===== src/rtl/rally_sequencer.sv =====
// Serve/rally/point controller for the 16-LED tennis datapath: issues ball load/shift
// commands, schedules rally speed through the divider toggle value and keeps score.
module rally_sequencer #(
    parameter int                  TOGGLE_W    = 22,
    parameter logic [TOGGLE_W-1:0] TOGGLE_INIT = 22'h35E100,
    parameter logic [TOGGLE_W-1:0] TOGGLE_STEP = 22'h1FFFF,
    parameter logic [TOGGLE_W-1:0] TOGGLE_MIN  = 22'h0FFFFF,
    parameter int                  MISS_LIMIT  = 3,
    parameter int                  WIN_POINTS  = 3
) (
    input  logic                newclock,
    input  logic                reset,
    input  logic                hit_left,
    input  logic                hit_right,
    input  logic                ball_at_left,
    input  logic                ball_at_right,
    output logic                ball_load,
    output logic                ball_load_pos,
    output logic                ball_shift,
    output logic                ball_dir,
    output logic [TOGGLE_W-1:0] toggle_val,
    output logic [1:0]          score_left,
    output logic [1:0]          score_right,
    output logic                winner_valid,
    output logic                winner,
    output logic                server
);

    typedef enum logic [1:0] {SERVE, RALLY, MATCH_OVER} state_t;

    state_t              r_state, w_nextState;
    logic                r_server, w_server;
    logic                r_dir, w_dir;
    logic [1:0]          r_missCnt, w_missCnt;
    logic                r_ballLoad, w_ballLoad;
    logic                r_ballLoadPos, w_ballLoadPos;
    logic [TOGGLE_W-1:0] r_toggle, w_toggle;
    logic [1:0]          r_scoreLeft, w_scoreLeft;
    logic [1:0]          r_scoreRight, w_scoreRight;
    logic                r_winnerValid, w_winnerValid;
    logic                r_winner, w_winner;
    logic                r_pendingLoad;

    logic                w_atDest;
    logic                w_receiverHit;
    logic                w_serverHit;
    logic                w_award;
    logic                w_awardLeft;
    logic [1:0]          w_awardScore;
    logic [TOGGLE_W:0]   w_toggleDiff;
    logic [TOGGLE_W-1:0] w_toggleDec;

    assign w_atDest      = r_dir ? ball_at_left : ball_at_right;
    assign w_receiverHit = r_dir ? hit_left : hit_right;
    assign w_serverHit   = r_server ? hit_left : hit_right;
    assign w_awardLeft   = ~r_dir;
    assign w_awardScore  = (w_awardLeft ? r_scoreLeft : r_scoreRight) + 2'd1;

    // Extra borrow bit catches wrap-around before the floor compare.
    assign w_toggleDiff = {1'b0, r_toggle} - {1'b0, TOGGLE_STEP};
    assign w_toggleDec  = (w_toggleDiff[TOGGLE_W] || (w_toggleDiff[TOGGLE_W-1:0] < TOGGLE_MIN))
                          ? TOGGLE_MIN : w_toggleDiff[TOGGLE_W-1:0];

    always_ff @(posedge newclock or posedge reset) begin
        if (reset) begin
            r_state       <= SERVE;
            r_server      <= 1'b0;
            r_dir         <= 1'b1;
            r_missCnt     <= 2'd0;
            r_ballLoad    <= 1'b0;
            r_ballLoadPos <= 1'b0;
            r_toggle      <= TOGGLE_INIT;
            r_scoreLeft   <= 2'd0;
            r_scoreRight  <= 2'd0;
            r_winnerValid <= 1'b0;
            r_winner      <= 1'b0;
            r_pendingLoad <= 1'b1;
        end else begin
            r_state       <= w_nextState;
            r_server      <= w_server;
            r_dir         <= w_dir;
            r_missCnt     <= w_missCnt;
            r_ballLoad    <= w_ballLoad;
            r_ballLoadPos <= w_ballLoadPos;
            r_toggle      <= w_toggle;
            r_scoreLeft   <= w_scoreLeft;
            r_scoreRight  <= w_scoreRight;
            r_winnerValid <= w_winnerValid;
            r_winner      <= w_winner;
            r_pendingLoad <= 1'b0;
        end
    end

    // The first edge after reset release places the ball at the right end for the opening serve.
    always_comb begin
        w_nextState   = r_state;
        w_server      = r_server;
        w_dir         = r_dir;
        w_missCnt     = r_missCnt;
        w_ballLoad    = r_pendingLoad;
        w_ballLoadPos = r_pendingLoad ? 1'b0 : r_ballLoadPos;
        w_toggle      = r_toggle;
        w_scoreLeft   = r_scoreLeft;
        w_scoreRight  = r_scoreRight;
        w_winnerValid = r_winnerValid;
        w_winner      = r_winner;
        w_award       = 1'b0;

        case (r_state)
            SERVE: begin
                if (w_serverHit) begin
                    w_nextState = RALLY;
                    w_dir       = ~r_server;
                    w_missCnt   = 2'd0;
                    w_toggle    = TOGGLE_INIT;
                end
            end
            RALLY: begin
                if (w_atDest) begin
                    if (w_receiverHit) begin
                        w_dir     = ~r_dir;
                        w_missCnt = 2'd0;
                        w_toggle  = w_toggleDec;
                    end else begin
                        w_award = 1'b1;
                    end
                end else if (w_receiverHit) begin
                    if (int'(r_missCnt) + 1 >= MISS_LIMIT) begin
                        w_award = 1'b1;
                    end else if (r_missCnt != 2'b11) begin
                        w_missCnt = r_missCnt + 2'd1;
                    end
                end
            end
            MATCH_OVER: begin
                if (hit_left || hit_right) begin
                    w_nextState   = SERVE;
                    w_scoreLeft   = 2'd0;
                    w_scoreRight  = 2'd0;
                    w_winnerValid = 1'b0;
                    w_server      = 1'b0;
                    w_ballLoad    = 1'b1;
                    w_ballLoadPos = 1'b0;
                end
            end
            default: w_nextState = SERVE;
        endcase

        // Point goes to the sender; the receiver (loser) serves next from its own end.
        if (w_award) begin
            if (w_awardLeft) begin
                w_scoreLeft = w_awardScore;
            end else begin
                w_scoreRight = w_awardScore;
            end
            w_server      = r_dir;
            w_ballLoad    = 1'b1;
            w_ballLoadPos = r_dir;
            w_toggle      = TOGGLE_INIT;
            if (int'(w_awardScore) == WIN_POINTS) begin
                w_nextState   = MATCH_OVER;
                w_winnerValid = 1'b1;
                w_winner      = w_awardLeft;
            end else begin
                w_nextState = SERVE;
            end
        end
    end

    always_comb begin
        ball_shift = (r_state == RALLY) && !w_atDest;
        ball_dir   = r_dir;
    end

    assign ball_load     = r_ballLoad;
    assign ball_load_pos = r_ballLoadPos;
    assign toggle_val    = r_toggle;
    assign score_left    = r_scoreLeft;
    assign score_right   = r_scoreRight;
    assign winner_valid  = r_winnerValid;
    assign winner        = r_winner;
    assign server        = r_server;

endmodule

===== config.mk =====
export PLATFORM = sky130hd
export DESIGN_NAME = rally_sequencer
export DESIGN_NICKNAME = d
export VERILOG_FILES = /design/src/rtl/rally_sequencer.sv
export SDC_FILE = /design/constraint.sdc
export NUM_CORES = 1
export LEC_CHECK = 0
export CAP_MARGIN = 20
export CORE_ASPECT_RATIO = 1.5
export CORE_MARGIN = 2
export CORE_UTILIZATION = 49
export CTS_CLUSTER_SIZE = 25
export DETAILED_ROUTE_END_ITERATION = 10
export PLACE_DENSITY = 0.77
export SETUP_SLACK_MARGIN = 0.02
export SYNTH_ARGS = -nofsm -noshare
export SYNTH_HDL_FRONTEND = slang
export SYNTH_SLANG_ARGS = --single-unit

===== constraint.sdc =====
create_clock -name newclock -period 2.5 [get_ports newclock]
set_input_delay 0.5 -clock newclock [delete_from_list [all_inputs] [get_ports newclock]]
set_output_delay 0.5 -clock newclock [all_outputs]
set_load 0.01 [all_outputs]

# ---- Yosys cells after proc, flatten, opt, wreduce, memory -nomap -nowiden
# Cells that the tools add are included.
# Widths: inputs -> output; s select.
dict set report classes {
  magnitude_cmp 2
  mux 53
  bitwise 2
  add_sub_neg 4
  eq_ne 14
  reduce_logical 15
}
# operator count
set ops {}
lappend ops {{$mux 22} 5}
lappend ops {{$pmux 22 s2} 1}
lappend ops {{$mux 2} 19}
lappend ops {{$mux 1} 25}
lappend ops {{$sub 22x17->23 const B} 1}
lappend ops {{$lt 22x20->1 const B} 1}
lappend ops {{$ne 3x3->1 const B} 6}
lappend ops {{$ne 2x2->1 const B} 5}
lappend ops {{$reduce_and 4->1} 2}
lappend ops {{$pmux 2 s3} 1}
lappend ops {{$reduce_bool 2->1} 3}
lappend ops {{$reduce_and 5->1} 1}
lappend ops {{$add 2x1->2 const B} 2}
lappend ops {{$eq 2x1->1 const B} 2}
lappend ops {{$pmux 2 s2} 1}
lappend ops {{$reduce_and 2->1} 2}
lappend ops {{$add 2x1->3 const B} 1}
lappend ops {{$ge 3x2->1 const B} 1}
lappend ops {{$reduce_and 3->1} 1}
lappend ops {{$reduce_bool 3->1} 1}
lappend ops {{$eq 2x2->1 const B} 1}
lappend ops {{$logic_not 2->1} 1}
lappend ops {{$logic_or 1x1->1} 2}
lappend ops {{$not 1->1} 2}
lappend ops {{3 further kinds} 3}
dict set report totals {
  reg_bits 37
  input_bits 6
}

# ---- Depth between registers and ports, before layout
# Gate-level depths: netlist of the first run.
dict set report logic_depth {
  ltp_word 8
  mapped_depth 10
}

# ---- Worst setup path before layout of the first run
# OpenSTA, ideal clock, no wires.
dict set report synth_timing {
  kind {flip-flop to flip-flop}
  start {register r_toggle[0], in the netlist toggle_val[0]}
  end {register r_toggle[2], in the netlist toggle_val[2]}
  arrival_ns 2.192
  required_ns 2.366
  stages_incl_launch_ff 10
  path_slack_ns 0.174
  period_less_slack_ns 2.326
  cell_sequence {dfrtp_1 ha_1 nand3_1 nor4b_1 o211ai_1 a2111oi_2 nand4_1 nand3_2 buf_6 o311ai_1}
}
dict set report synth_between {
  elab_chain_len 8
}
# element line
set synth_lines {}
lappend synth_lines {{start: declaration} 37} ;# logic [TOGGLE_W-1:0] r_toggle, w_toggle;
lappend synth_lines {{start signal: assignment} 85} ;# r_toggle <= w_toggle;
lappend synth_lines {{$sub 22x17->23 *} 60} ;# assign w_toggleDiff = {1'b0, r_toggle} - {1'b0, TOGGLE_STEP};
lappend synth_lines {{$lt 22x20->1} 61} ;# assign w_toggleDec = (w_toggleDiff[TOGGLE_W] || (w_toggleDiff[TOGGLE_W-1:0] < TOGGLE_MIN))
lappend synth_lines {{$logic_or 1x1->1} 61}
lappend synth_lines {{$mux 22 *} 62} ;# ? TOGGLE_MIN : w_toggleDiff[TOGGLE_W-1:0];
lappend synth_lines {{$mux 22 *} 120} ;# if (w_receiverHit) begin
lappend synth_lines {{$mux 22 *} 119} ;# if (w_atDest) begin
lappend synth_lines {{$pmux 22 s2 *} 109} ;# case (r_state)
lappend synth_lines {{$mux 22 *} 150} ;# if (w_award) begin
# Mark *: on every way between the ends. The rest lies on a longest branch, timed or not. The select of a mux whose other input is x is not followed.
# A chain may end at the register's enable or synchronous reset.

# ---- Worst setup path in the final report of the first run
dict set report layout_timing {
  start {register r_toggle[0], in the netlist toggle_val[0]}
  end {register r_toggle[13], in the netlist toggle_val[13]}
}
# Same word-level chain as after synthesis.

==> metrics, run 1 <==
status completed; Synth Flop Type dfrtp_1; Post-Syn Area 2489 um^2; Net Sw Frac 39.33%; class of the worst hold path reg -> reg; nets@finish 372; gr ovfl total 0; synth unique cells 54; max cap viols 0; diode count 0; Int Pwr 1752 uW; share of cells above drive strength 1 19.67%; commonest non-fill, non-tap cells in the layout nand2_1 (39), clkdlybuf4s50_1 (37), buf_4 (37); CTS root buffer clkbuf_8; Sw Pwr 1136 uW; initial antenna violation count 0; max-slew violation count 0; multi-input logic area 1465 um^2; WS Path Type reg -> reg; Routed WL 7142 um; global routing's busiest layer met2; Pre-antenna DRT Iters 4; Final Setup Violations 0; GRT Total Usage 26.01%; Syn Inst Count 295; Mapped Avg Cell Area 8.436 um^2; first-pass GRT wire length 11,870 um; Port-buffer cells 38; clock slew at reported path FFs 0.08 ns; Die W 62.19 um; worst skew pair latency 0.30 ns; top cell type's share of synthesized area 27.15%; # rows 31; Initial Util 51.33%; Design Area, Final 3314 um^2; setup tns final 0 ns; register area share after synthesis 37.71%; setup slack, reg-to-reg 0.15 ns; FFs w/ async S/R, synth 100.0%; Fillers 369; Worst setup SP type register; Power Density 871.4 nW/um^2; Seq pwr share 31.3%; DRT iter0 DRCs 164; GPL Wtd Cong 0.9160; GRT met2 Usage 49.91%; Least-Margin Pin Slew 0.5258 ns; Placeable Area 4848 um^2; H-tree depth 2; area growth from synthesis to layout 33.18%; Vias 2,615; Slowest-stage cell, CP dfrtp_1; worst path bufs/invs 1; CP peak stage delay 0.39 ns; #FFs+latches synth 37; sequential standard cell area 940.9 um^2; TritonCTS clock tree done; Area after DPL 3144 um^2; f_max 425.5 MHz; chip height 91.28 um; vias per cell 6.124; clock share of power 18.6%; WL per Instance 16.73 um; I/O pins 39; Sink Count 37; DP Wirelength 5138 um; largest net degree at the start of global routing 38; die area 5677 um^2; most common cell after layout, fill and taps aside nand2_1; Min Clock Period, post-route 2.350 ns; YS warnings 0; DRC errors left 0; WP data arrival 2.56 ns; critical path capture point type register; clk_skew 0.009317 ns; Max rail drop VDD 394.9 uV; combinational share of power 50.1%; vias in the first global route 2,590; ranking of synthesized cells by area dfrtp_1 (27%), dfstp_2 (11%), nand2_1 (6.0%); final hold viol count 0; Critical Path RT 2.71 ns; GR Util met1 26.70%; Final ANT Viol Nets 0; Leak 0.001363 uW; CP Cell Sequence ha_1, and3_1, o21ai_1, o311ai_0, a2111oi_2, nand4_1, buf_4, a21oi_2, a31oi_1; cell class contributing the biggest share of worst-path delay compound AO/OA/AOI/OAI gates; Mapped Nets 307; Clock Path Buffers 2; number of flops mapped to enable cells by yosys 0; Worst Path Max Fanout 6; GR Layer Usage met3 4.337%; top cell type by total area after synthesis dfrtp_1; Final period util 94.00%; Max transition margin 64.81%; TritonCTS Buffers 5
-- worst min-delay path: stages (launching register included) --
cell	delay (ns)
dfrtp_1	0.35
nand2_1	0.04
o21ai_0	0.06
-- final cells by class --
| cell class | count | area share (%) |
|---|---|---|
| tap | 66 | 2.492 |
| multi-input combinational | 232 | 44.21 |
| clock inverter | 3 | 1.397 |
| timing repair buffer | 76 | 20.54 |
| sequential | 37 | 28.39 |
| clock buffer | 5 | 2.076 |
| inverter | 8 | 0.9060 |
-- repair_timing --
| action | CTS | global route |
|---|---|---|
| hold buffers | 0 | 0 |
| pin swaps | 0 | 2 |
| gates resized for setup | 0 | 10 |
| setup endpoints to repair | 1 | 19 |
| setup buffers | 1 | 1 |
| gates cloned | 0 | 1 |
-- worst paths after layout --
path,cells past startpoint,start,end
min in group asynchronous,3,reset,score_right[0]$_DFF_PP0_
hold / removal,2,winner$_DFFE_PP0P_,winner$_DFFE_PP0P_
setup reg to reg,9,toggle_val[0]$_DFFE_PP0P_,toggle_val[13]$_DFFE_PP1P_
hold reg to reg,2,winner$_DFFE_PP0P_,winner$_DFFE_PP0P_
max in group asynchronous,3,reset,toggle_val[14]$_DFFE_PP1P_
setup / recovery,9,toggle_val[0]$_DFFE_PP0P_,toggle_val[13]$_DFFE_PP1P_
-- per-layer routing --
metal	share of wire (%)	up-vias
li1	-	1223
met1	37	1251
met2	53	111
met3	5.0	30
met4	4.2	0
met5	0	-
-- sequential cells by signal (all words and copies together) (netlist names) --
register,flops
toggle_val,22
r_missCnt,2
r_state,2
score_left,2
score_right,2
ball_dir,1
ball_load,1
ball_load_pos,1
r_pendingLoad,1
server,1
winner,1
winner_valid,1
-- cells in the mapped netlist, types with 3 or more instances --
cell,count
and2_1,5
ha_1,6
dfstp_2,10
nor2b_1,3
and4_1,3
nand2_1,40
nor3_1,7
o22ai_1,3
a21oi_1,11
and3_1,5
o21ai_0,25
nor4_1,3
clkbuf_1,10
dfrtp_1,27
buf_2,6
o31ai_1,3
nand2b_1,4
nand3_1,12
or3_1,4
mux2i_1,8
a31oi_1,6
xnor2_1,3
o21ai_1,4
nand4_1,6
nor2_1,21
xor2_1,3
o311ai_1,9
inv_1,8
o211ai_1,8
-- through the flow --
step | power [uW] | utilization, % | instances | hold slack [ns] | setup WS, ns
finish | 2888 | 68.36 | 427 | 0.4825 | 0.1500
global route | 3101 | 68.36 | 427 | 0.5156 | -0.02047
CTS | 2881 | 67.38 | 425 | 0.4899 | 0.03233
detailed placement | 2337 | 64.85 | 416 | 0.4715 | 0.02172
global placement | 2289 | 64.85 | 416 | 0.4596 | 0.03950
floorplan | 1661 | - | 295 | 0.5003 | 0.1744
-- cells by family (layout without fill, tap and decap cells) --
logic type | count (synthesis) | count (layout) | share of synthesized area [%]
AO/OA/AOI/OAI | 84 | 84 | 22.22
XOR/XNOR | 6 | 6 | 2.112
adder cells (fa/ha/maj) | 6 | 6 | 3.017
buffers and inverters | 27 | 92 | 4.827
flip-flops | 37 | 37 | 37.71
multiplexers | 9 | 9 | 3.670
other | 1 | 1 | 0.1507
AND/OR/NAND/NOR | 125 | 126 | 26.30
-- power by group through the flow --
stage / Clock (uW) / Combinational [uW] / Sequential, uW
after global placement: 0 / 1360 / 933
after floorplan: 0 / 706 / 954
after global routing: 575 / 1600 / 928
final: 536 / 1450 / 905
after detailed placement: 0 / 1390 / 944
after CTS: 538 / 1440 / 900
Power figures use the tool's default switching activity.
==> run 2, diff against run 1 <==
==> constraint.sdc (replaced) <==
create_clock -name newclock -period 2.4 [get_ports newclock]
set_input_delay 0.48 -clock newclock [delete_from_list [all_inputs] [get_ports newclock]]
set_output_delay 0.48 -clock newclock [all_outputs]
set_load 0.01 [all_outputs]
==> metrics, run 2 (synthesis results as in run 1) <==
status completed (unchanged); critical path capture point type register (unchanged); GRT Total Usage 26.28% (was 26.01%); die area 5677 um^2 (unchanged); Routed WL 7330 um (was 7142 um); # rows 31 (unchanged); Placeable Area 4848 um^2 (unchanged); Port-buffer cells 38 (unchanged); WS Path Type reg -> reg (unchanged); share of cells above drive strength 1 24.33% (was 19.67%); DP Wirelength 5028 um (was 5138 um); WL per Instance 16.66 um (was 16.73 um); r2r endpoint toggle_val[2]$_DFFE_PP0P_ (was toggle_val[13]$_DFFE_PP1P_); max reg flops 22 (unchanged); clk_skew 0.01133 ns (was 0.009317 ns); Critical Path RT 2.61 ns (was 2.71 ns); I/O pins 39 (unchanged); Final ANT Viol Nets 0 (unchanged); Pre-antenna DRT Iters 5 (was 4); Die W 62.19 um (unchanged); worst skew pair latency 0.30 ns (about the same); R2R cell count 10 (was 9); Worst Setup Slack, final 0.05582 ns (was 0.1500 ns); Worst setup SP type register (unchanged); largest net degree at the start of global routing 38 (unchanged); diode count 0 (unchanged); clock slew at reported path FFs 0.09 ns (was 0.08 ns); f_max 426.6 MHz (was 425.5 MHz); setup slack, reg-to-reg 0.06 ns (was 0.15 ns); Pwr Total 2918 uW (was 2888 uW); Min Clock Period, post-route 2.344 ns (was 2.350 ns); class of the worst hold path reg -> reg (unchanged); Worst Hold Endpoint winner_valid$_DFF_PP0_ (was winner$_DFFE_PP0P_); initial antenna violation count 0 (unchanged); DRC errors left 0 (unchanged); Leak 0.001418 uW (was 0.001363 uW); Initial Util 51.33% (unchanged); setup tns final 0 ns (unchanged); Max transition margin 65.66% (was 64.81%); Vias 2,693 (was 2,615); gr ovfl total 0 (unchanged); Least-Margin Pin Slew 0.5132 ns (was 0.5258 ns); CTS root buffer clkbuf_8 (unchanged); final hold viol count 0 (unchanged); DRT iter0 DRCs 186 (was 164); cts hold-fix bufs 0 (unchanged); TritonCTS clock tree done (unchanged); TritonCTS Buffers 5 (unchanged); Final period util 97.67% (was 94.00%); RSZ-0062 raised after global routing true; Power Density 847.9 nW/um^2 (was 871.4 nW/um^2); nets@finish 385 (was 372); r2r startpoint toggle_val[1]$_DFFE_PP0P_ (was toggle_val[0]$_DFFE_PP0P_); dpl ws -0.1886 ns (was 0.02172 ns); GPL Wtd Cong 0.9151 (was 0.9160); max-slew violation count 0 (unchanged); Max rail drop VDD 480.4 uV (was 394.9 uV); Worst Hold Launch winner_valid$_DFF_PP0_ (was winner$_DFFE_PP0P_); most common cell after layout, fill and taps aside buf_4 (was nand2_1); H-tree depth 2 (unchanged); vias in the first global route 2,752 (was 2,590); chip height 91.28 um (unchanged); Worst Path Max Fanout 7 (was 6); WP data arrival 2.56 ns (about the same); Final Setup Violations 0 (unchanged); Clock Path Buffers 2 (unchanged); vias per cell 6.120 (was 6.124); Sink Count 37 (unchanged); first-pass GRT wire length 12,160 um (was 11,870 um); worst hold path depth 2 (unchanged); area growth from synthesis to layout 38.26% (was 33.18%); commonest non-fill, non-tap cells in the layout buf_4 (48), nand2_1 (39), clkdlybuf4s50_1 (37) (was nand2_1 (39), clkdlybuf4s50_1 (37), buf_4 (37)); max cap viols 0 (unchanged)
-- run 2: cell count changes in the layout (fill, tap and decap cells not counted), sizes merged --
cell	delta
dlygate4sd2	+1
bufinv	-1
dlymetal6s2s	-1
buf	+13
inv	+1
-- run 2: how the worst max path moves through the flow --
| stage | from | to | cells after the start |
|---|---|---|---|
| after floorplan | toggle_val[0]$_DFFE_PP0P_ | toggle_val[2]$_DFFE_PP0P_ | 9 |
| after global placement | ball_at_right | toggle_val[10]$_DFFE_PP0P_ | 7 |
| after detailed placement | ball_at_right | toggle_val[3]$_DFFE_PP0P_ | 7 |
| after CTS | toggle_val[1]$_DFFE_PP0P_ | toggle_val[15]$_DFFE_PP1P_ | 9 |
| after global routing | toggle_val[1]$_DFFE_PP0P_ | toggle_val[16]$_DFFE_PP1P_ | 11 |
| final | toggle_val[1]$_DFFE_PP0P_ | toggle_val[2]$_DFFE_PP0P_ | 10 |
-- run 2: area by class of cell --
cell class | instances | area [um^2]
Clock inverter | 3 | 21.27
Multi-Input combinational cell | 232 | 1518
Inverter | 8 | 30.03
Timing Repair Buffer | 89 | 782.0
Fill cell | 390 | 1408
Sequential cell | 37 | 938.4
Clock buffer | 5 | 68.82
Tap cell | 66 | 82.58
-- run 2: critical path, stage by stage (launching register included) --
cell	delay (ns)
dfrtp_1	0.43
buf_6	0.15
nand4_1	0.22
buf_4	0.24
a211oi_1	0.30
a2bb2oi_2	0.22
a2111oi_2	0.06
nand4_1	0.11
buf_4	0.16
nand3_2	0.18
o311ai_1	0.17
-- run 2: what timing repair did --
| action | 4_1_cts | 5_1_grt |
|---|---|---|
| gates cloned | 0 | 1 |
| endpoints found under the setup margin | 17 | 19 |
| resized for setup | 4 | 16 |
| pin swaps | 1 | 4 |
| setup buffers | 2 | 1 |
-- run 2: stage by stage --
step	hold slack, ns	instances	utilization (%)	cell area, um^2
5_1_grt	0.5252	440	70.97	3441
6_report	0.4793	440	70.97	3441
3_3_place_gp	0.4589	428	66.71	3234
3_5_place_dp	0.4662	428	66.71	3234
2_1_floorplan	0.5003	295	-	2489
4_1_cts	0.4865	438	69.21	3356
-- run 2: report_power, final --
group | internal (uW) | switching [uW]
registers | 793 | 154
clock network | 206 | 257
logic | 711 | 797
-- run 2: layer usage --
metal / part of all wire [%] / track usage, %
met5: 0 / 0
met4: 4.0 / 15.56
met3: 5.6 / 4.337
met2: 54 / 49.37
met1: 36 / 26.88
==> variant 1 (config.mk and constraints of run 2) <==
Change the parameter `TOGGLE_STEP` from 22'h1FFFF to 22'h17FFF.
--- a/src/rtl/rally_sequencer.sv
+++ b/src/rtl/rally_sequencer.sv
@@ -3,7 +3,7 @@
 module rally_sequencer #(
     parameter int                  TOGGLE_W    = 22,
     parameter logic [TOGGLE_W-1:0] TOGGLE_INIT = 22'h35E100,
-    parameter logic [TOGGLE_W-1:0] TOGGLE_STEP = 22'h1FFFF,
+    parameter logic [TOGGLE_W-1:0] TOGGLE_STEP = 22'h17FFF,
     parameter logic [TOGGLE_W-1:0] TOGGLE_MIN  = 22'h0FFFFF,
     parameter int                  MISS_LIMIT  = 3,
     parameter int                  WIN_POINTS  = 3
Formal check against the unedited RTL: not equivalent (Yosys sat finds a counterexample within 4 cycles, from zero or initial values and one cycle with reset high).
==> variant 1 against run 2 <==
The run now ends with negative setup slack left; synthesized area up 0.10%; final area rose by 8.2%; count of clock-buffer cells in the layout unchanged; worst setup slack worse by 0.16 ns; sequential cell count unchanged; routed wire length increased by 7.4%; total power up 13%; global-route usage grew 2.1 points; critical path type unchanged; critical endpoint unchanged; largest power group unchanged.
==> variant 1: results (changes against run 2) <==
<table>
<tr><th>Metric</th><th>Value</th></tr>
<tr><th colspan="2">Placement</th></tr>
<tr><td>Number of cells in the design after placement</td><td>430 (+0.47%)</td></tr>
<tr><td>Worst setup timing slack at the placement stage</td><td>-0.0703 ns (+0.118 ns)</td></tr>
<tr><td>DPL Wire Length</td><td>5220 µm (+3.9%)</td></tr>
<tr><td>DP Area</td><td>3350 µm² (+3.6%)</td></tr>
<tr><th colspan="2">Power</th></tr>
<tr><td>Power drawn by the clock network</td><td>0.657 mW (+42%)</td></tr>
<tr><td>Part of the total power dissipated in sequential elements</td><td>30.3% (-2.2 points)</td></tr>
<tr><td>VDD IR max</td><td>528 µV (+10%)</td></tr>
<tr><td>Static leakage power</td><td>1.69 nW (+19%)</td></tr>
<tr><td>Power Internal</td><td>2.00 mW (+17%)</td></tr>
<tr><th colspan="2">Global route</th></tr>
<tr><td>Number of global-route vias before repair</td><td>2664 (-3.2%)</td></tr>
<tr><th colspan="2">Synthesis</th></tr>
<tr><td>Top post-synthesis cells by count</td><td>sky130_fd_sc_hd__nand2_1 (32), sky130_fd_sc_hd__dfrtp_1 (27), sky130_fd_sc_hd__o21ai_0 (25), sky130_fd_sc_hd__nor2_1 (24), sky130_fd_sc_hd__o21ai_1 (15)</td></tr>
<tr><td>Cell types with the largest area share after synthesis</td><td>sky130_fd_sc_hd__dfrtp_1 (27%), sky130_fd_sc_hd__dfstp_2 (11%), sky130_fd_sc_hd__o21ai_0 (5.0%), sky130_fd_sc_hd__nand2_1 (4.8%), sky130_fd_sc_hd__nor2_1 (3.6%)</td></tr>
<tr><td>Average footprint of a synthesized cell</td><td>8.65 µm² (+2.5%)</td></tr>
<tr><td>Seq/Total Area, Yosys</td><td>37.7% (-0.038 points)</td></tr>
<tr><th colspan="2">Setup path</th></tr>
<tr><td>Cells on worst reg2reg path</td><td>9 (-1)</td></tr>
<tr><td>Startpoint of the worst-slack reg-to-reg timing path</td><td>toggle_val[8]</td></tr>
<tr><td>Slowest cell on the critical path</td><td>sky130_fd_sc_hd__dfstp_2</td></tr>
<tr><td>Arrival time at the worst endpoint</td><td>2.68 ns (+0.12 ns)</td></tr>
<tr><th colspan="2">Layout</th></tr>
<tr><td>Proportion of layout cells with a drive suffix above 1</td><td>31.3% (+6.9 points)</td></tr>
<tr><td>Number of nets in the finished design</td><td>398 (+3.4%)</td></tr>
<tr><th colspan="2">Route</th></tr>
<tr><td>Per-cell via count in the routed design</td><td>5.84 (-4.6%)</td></tr>
<tr><td>Violation count after the first detailed-route iteration</td><td>155 (-17%)</td></tr>
<tr><th colspan="2">STA</th></tr>
<tr><td>Worst Setup Slack, final</td><td>-0.105 ns (-0.161 ns)</td></tr>
<tr><td>Final Skew</td><td>0.00675 ns (-0.00458 ns)</td></tr>
<tr><td>Final setup viols</td><td>20 (+20)</td></tr>
<tr><th colspan="2">Run status</th></tr>
<tr><td>Status</td><td>finished, violations left</td></tr>
<tr><td>Failing checks</td><td>negative setup slack</td></tr>
</table>
==> variant 1: cell types whose count changed after synthesis, moves of 5 or more <==
cell / run 2 / this run
sky130_fd_sc_hd__o21ai_1: 4 / 15
sky130_fd_sc_hd__o21a_1: 2 / 11
sky130_fd_sc_hd__o311ai_1: 9 / 0
sky130_fd_sc_hd__nand2_1: 40 / 32
sky130_fd_sc_hd__nand4_1: 6 / 1
==> variant 1: cells by family after synthesis <==
| logic type | Yosys count | synth area share [%] |
|---|---|---|
| compound gates | 99 | 25.3 |
| xor+xnor | 5 | 1.76 |
| fa+ha+maj | 6 | 3.01 |
| buf+inv | 27 | 4.62 |
| flops | 37 | 37.7 |
| mux | 9 | 3.67 |
| other cells | 1 | 0.151 |
| simple gates | 104 | 23.8 |
==> variant 1: layout make-up <==
type	instances	area, µm²
multi-input combinational	224	1580
fill	336	1130
sequential	37	945
timing repair buffer	106	937
tap	66	82.6
clock buffer	5	68.8
clock inverter	3	65.1
inverter	12	45.0
==> variant 1: what timing repair did <==
| item | 4_1_cts | 5_1_grt |
|---|---|---|
| pin swaps | 9 | 14 |
| resized for setup | 22 | 13 |
| hold buffers | 0 | 0 |
| gates cloned | 1 | 0 |
| buffers inserted | 7 | 8 |
| setup endpoints to repair | 11 | 20 |
==> variant 1: routing by layer <==
| metal | global-route usage (%) | up-vias | part of all wire, % |
|---|---|---|---|
| met5 | 0 | - | 0 |
| met3 | 5.33 | 44 | 5.1 |
| met2 | 53.5 | 109 | 54 |
| li1 | - | 1239 | - |
| met4 | 14.8 | 0 | 5.8 |
| met1 | 29.3 | 1252 | 35 |
==> variant 2 (settings of run 2) <==
Without the edit above. Encoding of `state_t`: now one-hot (3 bits for 3 states).
--- a/src/rtl/rally_sequencer.sv
+++ b/src/rtl/rally_sequencer.sv
@@ -26,7 +26,7 @@
     output logic                server
 );
 
-    typedef enum logic [1:0] {SERVE, RALLY, MATCH_OVER} state_t;
+    typedef enum logic [2:0] {SERVE = 3'b001, RALLY = 3'b010, MATCH_OVER = 3'b100} state_t;
 
     state_t              r_state, w_nextState;
     logic                r_server, w_server;
Function: same outputs for any inputs over 10 cycles, from zero or initial values and one cycle with reset high; not proved beyond that.
==> variant 2 against run 2 <==
The flow now finishes with violations (negative setup slack); sequential cell count increased by 1; routed wire length shrank 3.9%; final area is 1.8% higher; worst setup slack worse by 0.097 ns; synthesized cell count is 3.7% lower; total power decreased by 14%; synthesized area shrank 1.1%; maximum frequency down 4.0%; largest power group unchanged.
==> variant 2: results (changes against run 2) <==
<table>
<tr><th>Metric</th><th>Value</th></tr>
<tr><th colspan="2">STA</th></tr>
<tr><td>Final setup viols</td><td>12 (+12)</td></tr>
<tr><td>Worst hold slack</td><td>0.509 ns (+0.0298 ns)</td></tr>
<tr><td>Slew at the pin closest to its max-slew limit</td><td>0.604 ns (+0.0905 ns)</td></tr>
<tr><td>Worst Setup Slack, final</td><td>-0.0409 ns (-0.0967 ns)</td></tr>
<tr><th colspan="2">Layout</th></tr>
<tr><td>Number of nets in the finished design</td><td>379 (-1.6%)</td></tr>
<tr><td>Proportion of layout cells with a drive suffix above 1</td><td>26.6% (+2.3 points)</td></tr>
<tr><th colspan="2">Power</th></tr>
<tr><td>Portion of total power attributed to the clock network</td><td>26.4% (+11 points)</td></tr>
<tr><td>Total power consumption of the routed design</td><td>2.50 mW (-14%)</td></tr>
<tr><td>Static leakage power</td><td>1.47 nW (+3.5%)</td></tr>
<tr><td>VDD IR max</td><td>389 µV (-19%)</td></tr>
<tr><td>Part of the total power dissipated in sequential elements</td><td>35.3% (+2.8 points)</td></tr>
<tr><th colspan="2">Run status</th></tr>
<tr><td>Status</td><td>finished, violations left</td></tr>
<tr><td>Failing checks</td><td>negative setup slack</td></tr>
<tr><th colspan="2">Setup path</th></tr>
<tr><td>Endpoint of the worst register-to-register path</td><td>toggle_val[13]</td></tr>
<tr><td>Startpoint of the worst-slack reg-to-reg timing path</td><td>toggle_val[14]</td></tr>
<tr><td>CP peak stage delay</td><td>0.58 ns (+0.15 ns)</td></tr>
<tr><td>Top cell family by delay on the critical path</td><td>simple AND/OR/NAND/NOR gates</td></tr>
<tr><td>Slowest cell on the critical path</td><td>sky130_fd_sc_hd__or4_4</td></tr>
<tr><td>Cells on worst reg2reg path</td><td>7 (-3)</td></tr>
<tr><td>Arrival time at the worst endpoint</td><td>2.66 ns (+0.10 ns)</td></tr>
<tr><th colspan="2">Placement</th></tr>
<tr><td>DPL Wire Length</td><td>5080 µm (+1.1%)</td></tr>
<tr><td>Worst setup timing slack at the placement stage</td><td>-0.0856 ns (+0.103 ns)</td></tr>
<tr><th colspan="2">Synthesis</th></tr>
<tr><td>Cell types with the largest area share after synthesis</td><td>sky130_fd_sc_hd__dfrtp_1 (27%), sky130_fd_sc_hd__dfstp_2 (12%), sky130_fd_sc_hd__nand2_1 (5.6%), sky130_fd_sc_hd__o21ai_0 (5.1%), sky130_fd_sc_hd__mux2i_1 (3.3%)</td></tr>
<tr><td>Library cells used by synthesis</td><td>59 (+9.3%)</td></tr>
<tr><th colspan="2">Route</th></tr>
<tr><td>Met3 wire length</td><td>367 µm (-10%)</td></tr>
<tr><td>Per-cell via count in the routed design</td><td>5.96 (-2.7%)</td></tr>
<tr><th colspan="2">Global route</th></tr>
<tr><td>Maximum number of pins on one net before global-route repair</td><td>39 (+2.6%)</td></tr>
</table>
## variant 2: logic make-up after synthesis
family,count (synthesis),share of synthesized area [%]
and+or+nand+nor,125,27.6
AOI/OAI and AO/OA,81,21.5
DFF,38,39.2
buffers and inverters,21,3.61
muxes,10,4.17
adders and majority gates,6,3.05
xor gates and xnor gates,2,0.712
other,1,0.152
## variant 2: tightest hold or removal path: stages (launching register included)
cell	delay, ns
sky130_fd_sc_hd__dfrtp_1	0.36
sky130_fd_sc_hd__nand2_1	0.05
sky130_fd_sc_hd__nand2_1	0.06
## variant 2: timing repair
| item | 4_1_cts | 5_1_grt |
|---|---|---|
| hold buffers | 0 | 0 |
| endpoints found under the setup margin | 5 | 22 |
| resized for setup | 9 | 16 |
| setup buffers | 0 | 2 |
| pin swaps | 0 | 10 |
## variant 2: area by class of cell
class                           count  area, µm²
Tap cell                           66       82.6
Sequential cell                    38        965
Fill cell                         389       1350
Multi-Input combinational cell    225       1520
Clock inverter                      3       68.8
Timing Repair Buffer               87        763
Clock buffer                        5       68.8
Inverter                           10       37.5
## variant 2: how the worst max path moves through the flow
stage,from,endpoint,slack (ns),cells after the start
3_3_place_gp,ball_at_right,ball_shift,-0.03,5
4_1_cts,toggle_val[16],toggle_val[13],0.005,7
3_5_place_dp,ball_at_right,ball_shift,-0.09,5
2_1_floorplan,toggle_val[14],toggle_val[3],0.02,9
5_1_grt,toggle_val[14],toggle_val[5],-0.17,8
6_report,toggle_val[14],toggle_val[13],-0.04,7
## variant 2: stage by stage
step / instance area, µm² / TNS, ns / std cells
6_report: 3500 / -0.180 / 434
5_1_grt: 3500 / -2.33 / 434
4_1_cts: 3410 / 0 / 432
3_5_place_dp: 3250 / -0.158 / 424
3_3_place_gp: 3250 / -0.0324 / 424
2_1_floorplan: 2470 / 0 / 284
